`src/rtl/program_loader.sv`:
```
// program_loader: UART byte-stream loader feeding the core's instruction port.
// Ports: i_clock/i_reset (async, active low), i_rx_data/i_rx_valid byte strobe,
// o_instruccion/o_address/o_write memory write, o_loading/o_done/o_error status.
module program_loader #(
    parameter int          DATA_WIDTH     = 32,
    parameter int          MAX_INSTR      = 64,
    parameter int          TIMEOUT_CYCLES = 1000000,
    parameter logic [7:0]  CMD_LOAD       = 8'h4C
) (
    input  logic                  i_clock,
    input  logic                  i_reset,
    input  logic [7:0]            i_rx_data,
    input  logic                  i_rx_valid,
    output logic [DATA_WIDTH-1:0] o_instruccion,
    output logic [DATA_WIDTH-1:0] o_address,
    output logic                  o_write,
    output logic                  o_loading,
    output logic                  o_done,
    output logic                  o_error
);

    localparam int TW = (TIMEOUT_CYCLES > 1) ? $clog2(TIMEOUT_CYCLES) : 1;
    localparam logic [TW-1:0] TMO_LAST = TW'(TIMEOUT_CYCLES - 1);
    localparam logic [7:0]    MAX_N    = 8'(MAX_INSTR);

    typedef enum logic [1:0] {
        S_IDLE,
        S_COUNT,
        S_DATA,
        S_DONE
    } state_t;

    state_t                state_q, state_d;
    logic [7:0]            n_q, n_d;
    logic [7:0]            word_idx_q, word_idx_d;
    logic [1:0]            byte_idx_q, byte_idx_d;
    logic [TW-1:0]         tmo_q, tmo_d;
    logic [DATA_WIDTH-1:0] asm_q, asm_d;
    logic [DATA_WIDTH-1:0] instr_q, instr_d;
    logic [DATA_WIDTH-1:0] addr_q, addr_d;
    logic                  write_q, write_d;
    logic                  loading_q, loading_d;
    logic                  done_q, done_d;
    logic                  error_q, error_d;

    logic [DATA_WIDTH-1:0] asm_next;
    logic                  timed_out;
    logic                  bad_count;

    assign asm_next  = {asm_q[DATA_WIDTH-9:0], i_rx_data};
    assign timed_out = (tmo_q == TMO_LAST);
    assign bad_count = (i_rx_data == 8'd0) || (i_rx_data > MAX_N);

    always_comb begin
        state_d    = state_q;
        n_d        = n_q;
        word_idx_d = word_idx_q;
        byte_idx_d = byte_idx_q;
        tmo_d      = tmo_q;
        asm_d      = asm_q;
        instr_d    = instr_q;
        addr_d     = addr_q;
        write_d    = 1'b0;
        loading_d  = loading_q;
        done_d     = 1'b0;
        error_d    = error_q;

        unique case (state_q)
            S_IDLE: begin
                if (i_rx_valid && (i_rx_data == CMD_LOAD)) begin
                    state_d    = S_COUNT;
                    loading_d  = 1'b1;
                    error_d    = 1'b0;
                    word_idx_d = '0;
                    byte_idx_d = '0;
                    tmo_d      = '0;
                end
            end
            S_COUNT: begin
                if (i_rx_valid) begin
                    tmo_d = '0;
                    if (bad_count) begin
                        state_d   = S_IDLE;
                        loading_d = 1'b0;
                        error_d   = 1'b1;
                    end else begin
                        n_d     = i_rx_data;
                        state_d = S_DATA;
                    end
                end else if (timed_out) begin
                    state_d   = S_IDLE;
                    loading_d = 1'b0;
                    error_d   = 1'b1;
                end else begin
                    tmo_d = tmo_q + 1'b1;
                end
            end
            S_DATA: begin
                if (i_rx_valid) begin
                    tmo_d = '0;
                    asm_d = asm_next;
                    if (byte_idx_q == 2'd3) begin
                        // word complete: registered write strobe next cycle
                        write_d    = 1'b1;
                        instr_d    = asm_next;
                        addr_d     = DATA_WIDTH'({word_idx_q, 2'b00});
                        word_idx_d = word_idx_q + 8'd1;
                        byte_idx_d = '0;
                        if (word_idx_q == n_q - 8'd1) begin
                            state_d = S_DONE;
                        end
                    end else begin
                        byte_idx_d = byte_idx_q + 2'd1;
                    end
                end else if (timed_out) begin
                    // partial word dropped, earlier writes stay in memory
                    state_d   = S_IDLE;
                    loading_d = 1'b0;
                    error_d   = 1'b1;
                end else begin
                    tmo_d = tmo_q + 1'b1;
                end
            end
            S_DONE: begin
                state_d   = S_IDLE;
                loading_d = 1'b0;
                done_d    = 1'b1;
            end
            default: begin
                state_d = S_IDLE;
            end
        endcase
    end

    always_ff @(posedge i_clock or negedge i_reset) begin
        if (!i_reset) begin
            state_q    <= S_IDLE;
            n_q        <= '0;
            word_idx_q <= '0;
            byte_idx_q <= '0;
            tmo_q      <= '0;
            asm_q      <= '0;
            instr_q    <= '0;
            addr_q     <= '0;
            write_q    <= 1'b0;
            loading_q  <= 1'b0;
            done_q     <= 1'b0;
            error_q    <= 1'b0;
        end else begin
            state_q    <= state_d;
            n_q        <= n_d;
            word_idx_q <= word_idx_d;
            byte_idx_q <= byte_idx_d;
            tmo_q      <= tmo_d;
            asm_q      <= asm_d;
            instr_q    <= instr_d;
            addr_q     <= addr_d;
            write_q    <= write_d;
            loading_q  <= loading_d;
            done_q     <= done_d;
            error_q    <= error_d;
        end
    end

    assign o_instruccion = instr_q;
    assign o_address     = addr_q;
    assign o_write       = write_q;
    assign o_loading     = loading_q;
    assign o_done        = done_q;
    assign o_error       = error_q;

endmodule
```
`config.mk`:
```
export PLATFORM = sky130hd
export DESIGN_NAME = program_loader
export DESIGN_NICKNAME = d
export VERILOG_FILES = /design/src/rtl/program_loader.sv
export SDC_FILE = /design/constraint.sdc
export NUM_CORES = 1
export LEC_CHECK = 0
export BUFFER_PORTS_ARGS = -buffer_cell sky130_fd_sc_hd__buf_2
export CORE_ASPECT_RATIO = 1.75
export CORE_MARGIN = 3
export CORE_UTILIZATION = 50
export DETAILED_ROUTE_END_ITERATION = 12
export PLACE_DENSITY_LB_ADDON = 0.15
export SLEW_MARGIN = 20
export SYNTH_ARGS = -nofsm -noshare
export SYNTH_HDL_FRONTEND = slang
export SYNTH_SLANG_ARGS = --single-unit
```
`constraint.sdc`:
```
create_clock -name i_clock -period 4.45 [get_ports i_clock]
set_clock_uncertainty 0.05 [all_clocks]
set_input_delay 1.1125 -clock i_clock [delete_from_list [all_inputs] [get_ports i_clock]]
set_output_delay 1.1125 -clock i_clock [all_outputs]
set_load 0.005 [all_outputs]
```
==> qor.yml <==
status: "completed"
hold_buffers: 0
clock_latency_ns: 0.35
htreeDepth: 3
grt_max_degree: 61
whs_path_depth: 2
cts_buffers: 9
totalWireLength_um: 11500
ios: 79
syn_inst: 537
cts_resized: 0
tightest_slew_ns: 1.07
core_um2: 10000
irDropWorstVdd_v: 0.000258
path_class: "primary input to flop"
critPathMaxFanout: 21
timing.slew.headroom: 0.287
seq_area_frac_synth: 0.518
grt_remaining_overflow: 0
p_leak_uw: 0.00300
drive_above_1_share: 0.196
drtIter0Drc: 257
fillCellCount: 897
vias: 3911
finalMaxSlewViolations: 0
cts_buffer_depth: 2
cts_num_sinks: 108
synth_edf_count: 0
setup-tns-final_ns: 0
max_freq_mhz: 336
die_y_um: 141
finalHoldViolCount: 0
grt_pass1_vias: 3939
nNetsFinal: 606
wl_per_cell_um: 16.1
hold_class: "flop to flop"
synth_warnings: 0
ys_types: 50
dieArea_um2: 11800
setup_viol: 0
cts_tree: "built"
p_per_area_nw_per_um2: 482
first_pass_iters: 4
utilization: 0.580
die_width_um: 83.2
drc: 0
drtAntennaViolNets: 0
area_growth_syn_to_layout_pct: 11.4
cp-end-kind: "flop"
gp_congestion: 0.838
hold_ws_ns: 0.417
async_flop_share: 1.00
arrival_ns: 3.16
io_buffers: 54
grt_usage: 0.209
path_clk_slew_ns: 0.07
num_rows: 48
grt_pass1_wl_um: 19500
ctsRootBufferMaster: "clkbuf_16"
avgSynthCellArea_um2: 9.72
startpoint_type: "primary input"
cap_violations: 0
synthFlopType: "dfrtp_1"
final_common_cell: "nand2_1"
cts_post_setup_buffers_inserted: 0
antenna_cells: 0
vias_per_cell: 5.45
antenna_found_initial: 0
final_cell_mix: "nand2_1, dfrtp_1, buf_2"
dp_hpwl_um: 8100
period_share: 0.668
required_ns: 4.64
rsz0062_at_grt: "false"
synth-seq-cells: 108
period_needed_ns: 2.97
reg2regPathDepth: 10
syn_area_um2: 5220
initial_utilization: 0.520
metrics by stage:
step	worst slack (ns)	cell area [um2]	power, uW	std cells
floorplan	1.47	5310	1820	560
global placement	1.17	5530	2010	701
detailed placement	1.12	5530	2050	701
CTS	1.51	5810	2830	717
global route	1.29	5810	2970	717
finish	1.48	5810	2800	717
path summary, 6_finish.rpt:
| kind | startpoint | endpoint | slack, ns |
|---|---|---|---|
| max | i_rx_data[1] | tmo_q[15]$_DFFE_PN0P_ | 1.48 |
| min | o_instruccion[23]$_DFFE_PN0P_ | o_instruccion[23]$_DFFE_PN0P_ | 0.42 |
| max reg2reg | state_q[0]$_DFFE_PN0P_ | word_idx_q[4]$_DFFE_PN0P_ | 1.59 |
| min reg2reg | o_instruccion[23]$_DFFE_PN0P_ | o_instruccion[23]$_DFFE_PN0P_ | 0.42 |
| max in group asynchronous | i_reset | tmo_q[4]$_DFFE_PN0P_ | 2.72 |
| min in group asynchronous | i_reset | o_instruccion[28]$_DFFE_PN0P_ | 0.78 |
cells in the mapped netlist (2+ instances only):
cell	instances	area share
nor2_1	26	0.019
nand2_1	154	0.11
ha_1	8	0.019
buf_4	25	0.036
a22o_1	8	0.013
nor2b_1	8	0.0096
and3_1	7	0.0084
nand4_1	5	0.0060
nor4_1	6	0.0072
a21o_1	3	0.0043
a21oi_1	7	0.0067
inv_1	8	0.0058
nor3b_1	4	0.0058
o21ai_0	17	0.016
nand3_1	16	0.015
nand3b_1	2	0.0029
and2_1	3	0.0036
mux2_2	30	0.065
or3_1	4	0.0048
xor2_1	4	0.0067
o31ai_1	2	0.0029
dfrtp_1	108	0.52
xnor2_1	21	0.035
nand2b_1	2	0.0024
mux2i_1	2	0.0038
clkbuf_1	19	0.014
nor3_1	12	0.012
nand4b_1	4	0.0067
area by class of cell:
| type | count | area, um2 | share of cell area |
|---|---|---|---|
| well taps | 125 | 156 | 0.0269 |
| inverters | 9 | 33.8 | 0.00581 |
| repair buffers | 61 | 325 | 0.0560 |
| multi-input cells | 398 | 2310 | 0.398 |
| clock buffers | 10 | 239 | 0.0411 |
| clock inverters | 6 | 45.0 | 0.00775 |
| flip-flops and latches | 108 | 2700 | 0.465 |
cell families (layout without fill, tap and decap cells):
group / Yosys count / in the layout / synth area share
AOI/OAI and AO/OA: 48 / 48 / 0.0669
xor gates and xnor gates: 25 / 25 / 0.0419
adders and majority gates: 8 / 8 / 0.0192
buffers and inverters: 54 / 86 / 0.0570
DFF: 108 / 108 / 0.518
muxes: 32 / 32 / 0.0686
other: 1 / 24 / 0.000718
and+or+nand+nor: 261 / 261 / 0.228
registers in the layout, summed over array words and instances, names as in the netlist:
name and flops:
asm_q 24, o_error 1, o_done 1, byte_idx_q 2, state_q 2, tmo_q 20
o_instruccion 32, o_loading 1, n_q 8, word_idx_q 8, o_address 8, o_write 1
per-layer routing:
| metal | part of all wire | track usage | vias up |
|---|---|---|---|
| met5 | 0 | 0 | - |
| met4 | 0.023 | 0.102 | 0 |
| met3 | 0.033 | 0.0345 | 18 |
| met2 | 0.55 | 0.379 | 78 |
| met1 | 0.40 | 0.234 | 1954 |
| li1 | - | - | 1861 |
worst max-delay path, cell delays in order:
cell and delay (ns):
buf_2 0.13, or4_4 0.57, o31ai_4 0.40, o41ai_2 0.14
buf_4 0.22, nor4b_1 0.37, xnor2_1 0.16, nor2_1 0.05
power breakdown:
| group | internal (uW) | switching, uW | total [uW] |
|---|---|---|---|
| registers | 1140 | 144 | 1280 |
| logic | 317 | 427 | 743 |
| clock network | 401 | 375 | 776 |
(Power assumes the default switching activity.)
